<file path="src/rtl/aes_pkg.sv">
// Shared AES-128 key-schedule definitions: sizes, FSM states, forward S-box table and xtime.
package aes_pkg;
  localparam int AES_NR  = 10;
  localparam int AES_NK  = 4;
  localparam int BLOCK_W = 128;

  typedef enum logic [1:0] {IDLE, EXPAND, READY, STREAM} ks_state_t;

  localparam logic [7:0] SBOX [256] = '{
    8'h63, 8'h7c, 8'h77, 8'h7b, 8'hf2, 8'h6b, 8'h6f, 8'hc5, 8'h30, 8'h01, 8'h67, 8'h2b, 8'hfe, 8'hd7, 8'hab, 8'h76,
    8'hca, 8'h82, 8'hc9, 8'h7d, 8'hfa, 8'h59, 8'h47, 8'hf0, 8'had, 8'hd4, 8'ha2, 8'haf, 8'h9c, 8'ha4, 8'h72, 8'hc0,
    8'hb7, 8'hfd, 8'h93, 8'h26, 8'h36, 8'h3f, 8'hf7, 8'hcc, 8'h34, 8'ha5, 8'he5, 8'hf1, 8'h71, 8'hd8, 8'h31, 8'h15,
    8'h04, 8'hc7, 8'h23, 8'hc3, 8'h18, 8'h96, 8'h05, 8'h9a, 8'h07, 8'h12, 8'h80, 8'he2, 8'heb, 8'h27, 8'hb2, 8'h75,
    8'h09, 8'h83, 8'h2c, 8'h1a, 8'h1b, 8'h6e, 8'h5a, 8'ha0, 8'h52, 8'h3b, 8'hd6, 8'hb3, 8'h29, 8'he3, 8'h2f, 8'h84,
    8'h53, 8'hd1, 8'h00, 8'hed, 8'h20, 8'hfc, 8'hb1, 8'h5b, 8'h6a, 8'hcb, 8'hbe, 8'h39, 8'h4a, 8'h4c, 8'h58, 8'hcf,
    8'hd0, 8'hef, 8'haa, 8'hfb, 8'h43, 8'h4d, 8'h33, 8'h85, 8'h45, 8'hf9, 8'h02, 8'h7f, 8'h50, 8'h3c, 8'h9f, 8'ha8,
    8'h51, 8'ha3, 8'h40, 8'h8f, 8'h92, 8'h9d, 8'h38, 8'hf5, 8'hbc, 8'hb6, 8'hda, 8'h21, 8'h10, 8'hff, 8'hf3, 8'hd2,
    8'hcd, 8'h0c, 8'h13, 8'hec, 8'h5f, 8'h97, 8'h44, 8'h17, 8'hc4, 8'ha7, 8'h7e, 8'h3d, 8'h64, 8'h5d, 8'h19, 8'h73,
    8'h60, 8'h81, 8'h4f, 8'hdc, 8'h22, 8'h2a, 8'h90, 8'h88, 8'h46, 8'hee, 8'hb8, 8'h14, 8'hde, 8'h5e, 8'h0b, 8'hdb,
    8'he0, 8'h32, 8'h3a, 8'h0a, 8'h49, 8'h06, 8'h24, 8'h5c, 8'hc2, 8'hd3, 8'hac, 8'h62, 8'h91, 8'h95, 8'he4, 8'h79,
    8'he7, 8'hc8, 8'h37, 8'h6d, 8'h8d, 8'hd5, 8'h4e, 8'ha9, 8'h6c, 8'h56, 8'hf4, 8'hea, 8'h65, 8'h7a, 8'hae, 8'h08,
    8'hba, 8'h78, 8'h25, 8'h2e, 8'h1c, 8'ha6, 8'hb4, 8'hc6, 8'he8, 8'hdd, 8'h74, 8'h1f, 8'h4b, 8'hbd, 8'h8b, 8'h8a,
    8'h70, 8'h3e, 8'hb5, 8'h66, 8'h48, 8'h03, 8'hf6, 8'h0e, 8'h61, 8'h35, 8'h57, 8'hb9, 8'h86, 8'hc1, 8'h1d, 8'h9e,
    8'he1, 8'hf8, 8'h98, 8'h11, 8'h69, 8'hd9, 8'h8e, 8'h94, 8'h9b, 8'h1e, 8'h87, 8'he9, 8'hce, 8'h55, 8'h28, 8'hdf,
    8'h8c, 8'ha1, 8'h89, 8'h0d, 8'hbf, 8'he6, 8'h42, 8'h68, 8'h41, 8'h99, 8'h2d, 8'h0f, 8'hb0, 8'h54, 8'hbb, 8'h16
  };

  function automatic logic [7:0] xtime(input logic [7:0] b);
    return {b[6:0], 1'b0} ^ (b[7] ? 8'h1b : 8'h00);
  endfunction
endpackage

</file>
<file path="src/rtl/aes_sbox.sv">
// Forward AES S-box, purely combinational byte lookup.
module aes_sbox
  import aes_pkg::*;
(
  input  logic [7:0] din,
  output logic [7:0] dout
);
  assign dout = SBOX[din];
endmodule

</file>
<file path="src/rtl/inv_key_stream.sv">
// AES-128 round-key expander feeding keys 10..0 to the inverse-round datapath.
// Expansion: 10 cycles after key_load; each request updates round_key on the next edge.
module inv_key_stream
  import aes_pkg::*;
#(
  parameter int NR = AES_NR
) (
  input  logic               clk,
  input  logic               rst_n,
  input  logic               key_load,
  input  logic [BLOCK_W-1:0] cipher_key,
  input  logic               rk_start,
  input  logic               rk_next,
  output logic               key_ready,
  output logic               busy,
  output logic [BLOCK_W-1:0] round_key,
  output logic               rk_valid,
  output logic [3:0]         rk_index,
  output logic               last_key
);
  localparam logic [3:0] LAST = 4'(NR);

  ks_state_t          state, state_nxt;
  logic [3:0]         cnt, ptr, ptr_dn;
  logic [7:0]         rcon;
  logic [BLOCK_W-1:0] rk [0:NR];
  logic [BLOCK_W-1:0] prev_key, next_key;
  logic [31:0]        rot_word, sub_word, t_word;
  logic [31:0]        w0n, w1n, w2n, w3n;

  // One schedule step from the previously expanded key
  assign rot_word = {prev_key[23:0], prev_key[31:24]};

  for (genvar g = 0; g < 4; g++) begin : g_sub
    aes_sbox u_sbox (.din(rot_word[8*g +: 8]), .dout(sub_word[8*g +: 8]));
  end

  assign t_word   = sub_word ^ {rcon, 24'h0};
  assign w0n      = prev_key[127:96] ^ t_word;
  assign w1n      = prev_key[95:64] ^ w0n;
  assign w2n      = prev_key[63:32] ^ w1n;
  assign w3n      = prev_key[31:0] ^ w2n;
  assign next_key = {w0n, w1n, w2n, w3n};

  assign ptr_dn    = ptr - 4'd1;
  assign key_ready = (state == READY) || (state == STREAM);
  assign busy      = (state == EXPAND);

  always_ff @(posedge clk or negedge rst_n) begin
    if (!rst_n) state <= IDLE;
    else        state <= state_nxt;
  end

  always_comb begin
    state_nxt = state;
    if (key_load) begin
      state_nxt = EXPAND;
    end else begin
      case (state)
        EXPAND:  if (cnt == LAST) state_nxt = READY;
        READY:   if (rk_start) state_nxt = STREAM;
        STREAM:  if (!rk_start && rk_next && ptr == 4'd0) state_nxt = READY;
        default: state_nxt = state;
      endcase
    end
  end

  always_ff @(posedge clk or negedge rst_n) begin
    if (!rst_n) begin
      for (int i = 0; i <= NR; i++) rk[i] <= '0;
      prev_key  <= '0;
      cnt       <= '0;
      rcon      <= 8'h01;
      ptr       <= '0;
      round_key <= '0;
      rk_index  <= '0;
      rk_valid  <= 1'b0;
      last_key  <= 1'b0;
    end else if (key_load) begin
      rk[0]    <= cipher_key;
      prev_key <= cipher_key;
      cnt      <= 4'd1;
      rcon     <= 8'h01;
      rk_valid <= 1'b0;
      last_key <= 1'b0;
    end else begin
      case (state)
        EXPAND: begin
          rk[cnt]  <= next_key;
          prev_key <= next_key;
          rcon     <= xtime(rcon);
          cnt      <= cnt + 4'd1;
        end
        READY, STREAM: begin
          // rk_start outranks rk_next; rk_next only matters mid-stream
          if (rk_start) begin
            ptr       <= LAST;
            round_key <= rk[LAST];
            rk_index  <= LAST;
            rk_valid  <= 1'b1;
            last_key  <= 1'b0;
          end else if (rk_next && state == STREAM) begin
            if (ptr != 4'd0) begin
              ptr       <= ptr_dn;
              round_key <= rk[ptr_dn];
              rk_index  <= ptr_dn;
              last_key  <= (ptr_dn == 4'd0);
            end else begin
              rk_valid <= 1'b0;
              last_key <= 1'b0;
            end
          end
        end
        default: ;
      endcase
    end
  end
endmodule
</file>
<file path="config.mk">
export PLATFORM = sky130hd
export DESIGN_NAME = inv_key_stream
export DESIGN_NICKNAME = d
export VERILOG_FILES = /design/src/rtl/aes_pkg.sv /design/src/rtl/aes_sbox.sv /design/src/rtl/inv_key_stream.sv
export SDC_FILE = /design/constraint.sdc
export NUM_CORES = 2
export LEC_CHECK = 0
export BUFFER_PORTS_ARGS = -buffer_cell sky130_fd_sc_hd__buf_4
export CELL_PAD_IN_SITES_DETAIL_PLACEMENT = 1
export CELL_PAD_IN_SITES_GLOBAL_PLACEMENT = 1
export CORE_ASPECT_RATIO = 2
export CORE_MARGIN = 2
export CORE_UTILIZATION = 45
export CTS_CLUSTER_DIAMETER = 200
export DETAILED_ROUTE_END_ITERATION = 10
export MAX_ROUTING_LAYER = met4
export PLACE_DENSITY_LB_ADDON = 0.1
export SLEW_MARGIN = 40
export SYNTH_ARGS = -nofsm -noshare
export SYNTH_HDL_FRONTEND = slang
export SYNTH_SLANG_ARGS = --single-unit
</file>
<file path="constraint.sdc">
create_clock -name clk -period 4.2 [get_ports clk]
set_input_delay 0.21 -clock clk [delete_from_list [all_inputs] [get_ports clk]]
set_output_delay 0.21 -clock clk [all_outputs]
set_load 0.03 [all_outputs]
</file>
Word level (Yosys, flattened, before mapping)
Memories as Yosys holds them, arrays and structs flattened.
Cells that the tools add are included.
{"block": "word_totals", "register_bits": 1684, "rom_bits": 8192, "inputBits": 133, "out_inout_bits": 136, "word_cells": 118, "mem_count": 4}
{"block": "classes", "add_sub_neg": 2, "order_cmp": 7, "eq_ne": 8, "n_mux": 44, "bitwise": 13, "reduce_logical": 21}
{"memory": "(no name shown)", "words": 256, "word_bits": 8, "read_ports": 1, "rd_clocked_by_memory_dff": 0, "wr": 0, "line_no": "aes_sbox.sv:8", "source": "assign dout = SBOX[din];"}
{"memory": "(no name shown)", "words": 256, "word_bits": 8, "read_ports": 1, "rd_clocked_by_memory_dff": 0, "wr": 0, "line_no": "aes_sbox.sv:8"}
{"memory": "(no name shown)", "words": 256, "word_bits": 8, "read_ports": 1, "rd_clocked_by_memory_dff": 0, "wr": 0, "line_no": "aes_sbox.sv:8"}
{"memory": "(no name shown)", "words": 256, "word_bits": 8, "read_ports": 1, "rd_clocked_by_memory_dff": 0, "wr": 0, "line_no": "aes_sbox.sv:8"}
{"cell": "1408-bit bitwise mux", "count": 1}
{"cell": "1408-bit two-way mux", "count": 1}
{"cell": "128-bit two-way mux", "count": 9}
{"cell": "128-bit binary-select mux with 4-bit select", "count": 1}
{"cell": "128-bit demux with 4-bit select", "count": 1}
{"cell": "32-bit XOR", "count": 5}
{"cell": "8-bit two-way mux", "count": 10}
{"cell": "9-bit >= comparator, second input constant", "count": 4}
{"cell": "8-bit inverter with 9-bit output", "count": 4}
{"cell": "4-bit two-way mux", "count": 5}
{"cell": "5-bit >= comparator, second input constant", "count": 2}
{"cell": "1-bit two-way mux", "count": 10}
{"cell": "4-bit inverter with 5-bit output", "count": 2}
{"cell": "3-bit != test, second input constant", "count": 3}
{"cell": "4-bit zero test", "count": 2}
{"cell": "2-bit two-way mux", "count": 4}
{"cell": "4-bit AND reduction", "count": 2}
{"cell": "2-bit nonzero test", "count": 4}
{"cell": "4-bit nonzero test", "count": 2}
{"cell": "8-bit by 5-bit XOR with 8-bit output", "count": 1}
{"cell": "2-bit one-hot mux with 3 select lines", "count": 1}
{"cell": "5-bit by 1-bit less-than comparator with 1-bit output, second input constant", "count": 1}
{"cell": "5-bit two-way mux", "count": 1}
{"cell": "4-bit by 1-bit adder with 4-bit output, second input constant", "count": 1}
{"cell": "13 further kinds", "count": 18}

Logic depth before layout (Yosys ltp)
{"block": "depth", "ltp_word": 12, "ltp_mapped": 16, "mapped_depth_nobuf": 10}

Cells and area by module
Synthesis repeated with hierarchy kept, for this count alone.
{"block": "hier_totals", "hier_cells": 9928, "hier_area_um2": 89221.8}
{"module": "inv_key_stream", "instances": 1, "cells_each": 7787, "area_per_inst_um2": 76085.5, "seq_area_each_um2": 42141.7}
{"module": "aes_sbox (g_sub[0].u_sbox)", "instances": 1, "cells_each": 554, "area_per_inst_um2": 3370.7, "seq_area_each_um2": 0.0}
{"module": "aes_sbox (g_sub[2].u_sbox)", "instances": 1, "cells_each": 530, "area_per_inst_um2": 3326.9, "seq_area_each_um2": 0.0}
{"module": "aes_sbox (g_sub[1].u_sbox)", "instances": 1, "cells_each": 525, "area_per_inst_um2": 3221.8, "seq_area_each_um2": 0.0}
{"module": "aes_sbox (g_sub[3].u_sbox)", "instances": 1, "cells_each": 532, "area_per_inst_um2": 3216.8, "seq_area_each_um2": 0.0}

Least setup slack after synthesis
No wires, ideal clock.
{"block": "synth_timing", "kind": "reg2reg", "startpoint": "reg prev_key[17]", "endpoint": "reg prev_key[29]", "setup_ns": 0.069, "arrival_time_ns": 4.338, "t_required_ns": 4.131, "setup_slack_ns": -0.207, "path_stages_with_launch": 16, "n_path_buf": 5, "synth_period_minus_slack_ns": 4.407, "path_cell_list": "dfrtp_1 -> buf_2 -> buf_2 -> buf_1 -> inv_1 -> ha_1 -> buf_4 -> nor2b_1 -> buf_2 -> nor2_1 -> mux4_2 -> mux4_2 -> a211oi_2 -> xnor3_1 -> or4_1 -> nand3_1"}
{"block": "synth_between", "elab_chain_cells": 11}
{"item": "start: declaration", "line_no": "inv_key_stream.sv:27", "source": "logic [BLOCK_W-1:0] prev_key, next_key;"}
{"item": "start signal: assignment", "line_no": "inv_key_stream.sv:81", "source": "prev_key <= cipher_key;"}
{"item": "start signal: assignment", "line_no": "inv_key_stream.sv:90", "source": "prev_key <= next_key;"}
{"item": "8-bit inverter with 9-bit output (implied by the code)", "line_no": "aes_sbox.sv:8"}
{"item": "memory 256 x 8 bit"}
{"item": "8-bit two-way mux (implied by the code) (2 in series)", "line_no": "aes_sbox.sv:8"}
{"item": "32-bit XOR", "line_no": "inv_key_stream.sv:38", "source": "assign t_word = sub_word ^ {rcon, 24'h0};"}
{"item": "32-bit XOR", "line_no": "inv_key_stream.sv:39", "source": "assign w0n = prev_key[127:96] ^ t_word;"}
{"item": "32-bit XOR", "line_no": "inv_key_stream.sv:40", "source": "assign w1n = prev_key[95:64] ^ w0n;"}
{"item": "32-bit XOR", "line_no": "inv_key_stream.sv:41", "source": "assign w2n = prev_key[63:32] ^ w1n;"}
{"item": "32-bit XOR", "line_no": "inv_key_stream.sv:42", "source": "assign w3n = prev_key[31:0] ^ w2n;"}
{"item": "128-bit two-way mux", "line_no": "inv_key_stream.sv:87", "source": "case (state)"}
{"item": "128-bit two-way mux", "line_no": "inv_key_stream.sv:79", "source": "end else if (key_load) begin"}
No other way between the ends. The select of a mux whose other input is x is not followed.
A chain may end at the register's enable or synchronous reset.

Worst setup path in the final report
{"block": "layout_timing", "startpoint": "reg prev_key[16]", "endpoint": "reg rk[440] (netlist bit)"}
{"block": "layout_between", "elab_chain_cells": 9}
{"item": "8-bit inverter with 9-bit output (implied by the code)", "line_no": "aes_sbox.sv:8"}
{"item": "memory 256 x 8 bit"}
{"item": "8-bit two-way mux (implied by the code) (2 in series)", "line_no": "aes_sbox.sv:8"}
{"item": "32-bit XOR", "line_no": "inv_key_stream.sv:38"}
{"item": "32-bit XOR", "line_no": "inv_key_stream.sv:39"}
{"item": "32-bit XOR", "line_no": "inv_key_stream.sv:40"}
{"item": "32-bit XOR", "line_no": "inv_key_stream.sv:41"}
{"item": "1408-bit bitwise mux", "line_no": "inv_key_stream.sv:89", "source": "rk[cnt] <= next_key;"}
{"item": "end signal: indexed assignment", "line_no": "inv_key_stream.sv:89"}
{"item": "end: declaration", "line_no": "inv_key_stream.sv:26", "source": "logic [BLOCK_W-1:0] rk [0:NR];"}
No other way between the ends. The select of a mux whose other input is x is not followed.

==> flow_summary_export.csv <==
group,metric,value,unit
run_status,status,"complete, no violations",
yosys,synth_cells,9685,
worst_setup_path,crit_path_end_kind,"register",
clock_network,cts_tree,"built",
clock_network,numCtsBuffers,164,
floorplan,die_w,322,um
timing,period_share,99.3,%
min_path,min_delay_path_depth,3,
timing,clock_skew,58.6,ps
yosys,synth_enable_flop_cells,0,
detailed_routing,detail_route.wl_per_cell,35.5,um
worst_setup_path,cp.arrival,4930,ps
detailed_routing,top_layer,"met4",
finish,drive_gt1_share,19.8,%
flow_run,drv_cap,0,
timing,setup_viol,0,
floorplan,die_y,640,um
detailed_routing,drt-met1-wl,151,mm
clock_network,cts.htree.levels,4,
timing,fin_crit,4170,ps
floorplan,rows,233,
worst_setup_path,crit_required,4960,ps
floorplan,ioPinCount,269,
timing,timing.fmax,240,MHz
clock_network,cts.sinks,1684,
detailed_routing,vias,85300,
placement,hpwl,323,mm
worst_setup_path,crit_chain,"clkinvlp_4 > ha_1 > buf_4 > inv_1 > buf_4 > o31ai_1 > a21oi_1 > a31oi_1 > a21oi_1 > or2_2 > o21ai_0",
yosys,synth_top_family_by_area,"compound AO/OA/AOI/OAI gates",
timing,max_slew_margin,35.4,%
timing,tightest_slew,968,ps
timing,maxSlewViolCount,0,
timing,rsz0062_at_grt,"yes",
clock_network,clk_latency,880,ps
worst_setup_path,reg2reg_from,"prev_key[16]",
yosys,synthAdderAreaFrac,0.865,%
placement,place_congestion,1.14,
yosys,synth_seq_cells,1684,
detailed_routing,drcViolationCount,0,
global_routing,grt_overflow_total,0,
global_routing,grt_max_degree,147,
detailed_routing,wl_met3,26.7,mm
detailed_routing,firstDrtPassIters,6,
worst_setup_path,crit_path_max_incr_delay,680,ps
yosys,async_flop_share,100,%
yosys,synth_compound_area_share,20.1,%
floorplan,core-area,201000,um2
worst_setup_path,rr_worst_depth,11,
global_routing,grt_pass1_vias,91600,
detailed_routing,drt_iter0_drc,7658,
yosys,synthFlopType,"dfrtp_1",
yosys,synthDistinctLibCells,107,
floorplan,die_area,206000,um2
yosys,muxShareOfSynthArea,10.7,%
worst_setup_path,ff2ff_setup_slack,30,ps
min_path,hold_path_class,"primary input to register",
yosys,synth_area,90900,um2
worst_setup_path,path_class,"register to register",
detailed_routing,wl_met2,219,mm
finish,area_growth,18.0,%
detailed_routing,vias_per_cell,6.69,
yosys,ys_seq_area_share,46.4,%
finish,fin_util,53.3,%
clock_network,clk_pin_slew,70,ps
detailed_routing,routed_wl,454,mm
clock_network,clock_path_buffers,4,
global_routing,track_usage,45.2,%
yosys,syn_area_per_cell,9.38,um2
timing,hold_violations,0,
detailed_routing,postRouteAntennaNets,0,
clock_network,root_buffer,"clkbuf_16",
worst_setup_path,slowest_stage,"o31ai_1",
worst_setup_path,critical_path.startpoint_type,"register",
global_routing,antenna_found_initial,35,
min_path,holdPathEnd,"rk[1328]",
worst_setup_path,cp_max_fo,12,
finish,finalNetCount,10200,
global_routing,grt_pass1_wl,651,mm
yosys,synthSimpleGateAreaFrac,14.6,%
min_path,hp-start,"cipher_key[48]",
floorplan,start_util,45.2,%
worst_setup_path,r2r_end,"rk[440]",
yosys,yosys_warnings,0,
yosys,synth-xor-area-share,2.52,%
yosys,syn-num-nets,9880,
placement,port_buffers,268,
[final cells by class]
cell class / count / area, um2
Antenna cell: 24 / 60.1
Clock buffer: 224 / 4660
Clock inverter: 49 / 419
Fill cell: 22200 / 94000
Inverter: 74 / 292
Multi-Input combinational cell: 6903 / 44900
Sequential cell: 1684 / 42200
Tap cell: 2585 / 3230
Timing Repair Buffer: 1219 / 11400
[stage by stage]
step	cells	setup slack, ps	hold slack [ps]	area, um2	TNS [ps]
6_report	12800	30.7	83.1	107000	0
5_1_grt	12800	-55.1	50.3	107000	-285
4_1_cts	12700	3.20	28.8	107000	0
3_5_place_dp	12300	-68.0	138	100000	-610
3_3_place_gp	12300	-656	135	100000	-22540
2_1_floorplan	9685	8.44	-85.6	90900	0
[cells by family after synthesis]
| logic type | Yosys count |
|---|---|
| AOI/OAI and AO/OA | 3017 |
| DFF | 1684 |
| buffers and inverters | 1098 |
| xor gates and xnor gates | 217 |
| muxes | 558 |
| and+or+nand+nor | 3048 |
| adders and majority gates | 63 |
[worst max-delay path: cells and delay by family (launching register included)]
| kind | cells | cell delay [ps] |
|---|---|---|
| DFF | 1 | 450 |
| and+or+nand+nor | 1 | 480 |
| adders and majority gates | 1 | 390 |
| AOI/OAI and AO/OA | 5 | 1820 |
| buffers and inverters | 4 | 950 |
[metal layers]
| layer | global-route usage (%) | vias up |
|---|---|---|
| li1 | - | 35400 |
| met1 | 45.3 | 44100 |
| met2 | 72.5 | 3911 |
| met3 | 8.29 | 1918 |
| met4 | 45.6 | 0 |
| met5 | - | - |
[Yosys cell counts (18+ instances only)]
cell type	count	share of area [%]
mux2_2	200	2.5
a211oi_1	55	0.45
and2_1	50	0.34
a221oi_1	154	1.5
a21oi_1	308	1.7
a21o_1	22	0.18
xnor3_1	26	0.64
a22oi_1	79	0.65
o311ai_0	37	0.36
inv_1	63	0.26
o31a_1	21	0.20
o21ai_0	1631	9.0
mux4_2	313	7.8
a31oi_1	216	1.5
nor4_1	18	0.12
nor3_1	207	1.1
mux2i_1	45	0.50
or3_1	57	0.39
o221ai_1	20	0.19
buf_1	72	0.30
clkbuf_1	828	3.4
a311oi_1	41	0.40
nand2_1	1721	7.1
a211o_1	26	0.25
nand3_1	115	0.63
nor3b_1	23	0.19
o211ai_1	125	1.0
or4_1	33	0.27
nor2b_1	94	0.65
buf_2	105	0.58
xnor2_1	140	1.3
a2111oi_0	21	0.20
nor2_1	503	2.1
and3_1	34	0.23
xor2_1	49	0.47
nand2b_1	98	0.67
ha_1	62	0.85
or2_2	26	0.18
o31ai_1	29	0.24
dfrtp_1	1683	46
[timing repair]
action / in CTS / in global routing
pin swaps: 0 / 1
setup buffers: 1 / 1
endpoints found under the setup margin: 52 / 255
hold endpoints to repair: 1077 / 0
hold buffers: 131 / 0
gates resized for setup: 7 / 36
[worst max-delay path by stage]
| stage | start | to | slack (ps) | cells past startpoint |
|---|---|---|---|---|
| floorplan | prev_key[17] | prev_key[29] | 8 | 15 |
| global placement | prev_key[9] | rk[1328] | -660 | 15 |
| detailed placement | prev_key[16] | rk[540] | -70 | 15 |
| CTS | prev_key[16] | rk[538] | 3 | 12 |
| global route | prev_key[16] | prev_key[61] | -60 | 10 |
| finish | prev_key[16] | rk[440] | 30 | 11 |
[flip-flops by register name (all words and copies together) (netlist names)]
register	cells
rcon	8
ptr	4
rk	1408
last_key	1
cnt	4
state	2
prev_key	128
rk_valid	1
round_key	128
[layout by cell type (no fill, tap or decap), drive strengths merged, types with 38 or more instances in the layout]
cell / instances
mux2: 200
a21oi: 308
a22oi: 80
o311ai: 41
dlygate4sd3: 130
nand2: 1722
a311oi: 41
nand2b: 98
a31oi: 216
buf: 1089
a221oi: 154
nor2b: 95
clkbuf: 224
and2: 53
o21ai: 1646
inv: 74
nor3: 208
dfrtp: 1683
o211ai: 126
nor2: 505
mux4: 313
mux2i: 45
a211oi: 58
ha: 62
nand3: 115
clkinv: 38
xnor2: 140
or3: 57
xor2: 49
Power is left out: the tool's default activity adds up to more than one toggle a clock period on the data nets, which glitch-free logic cannot reach.
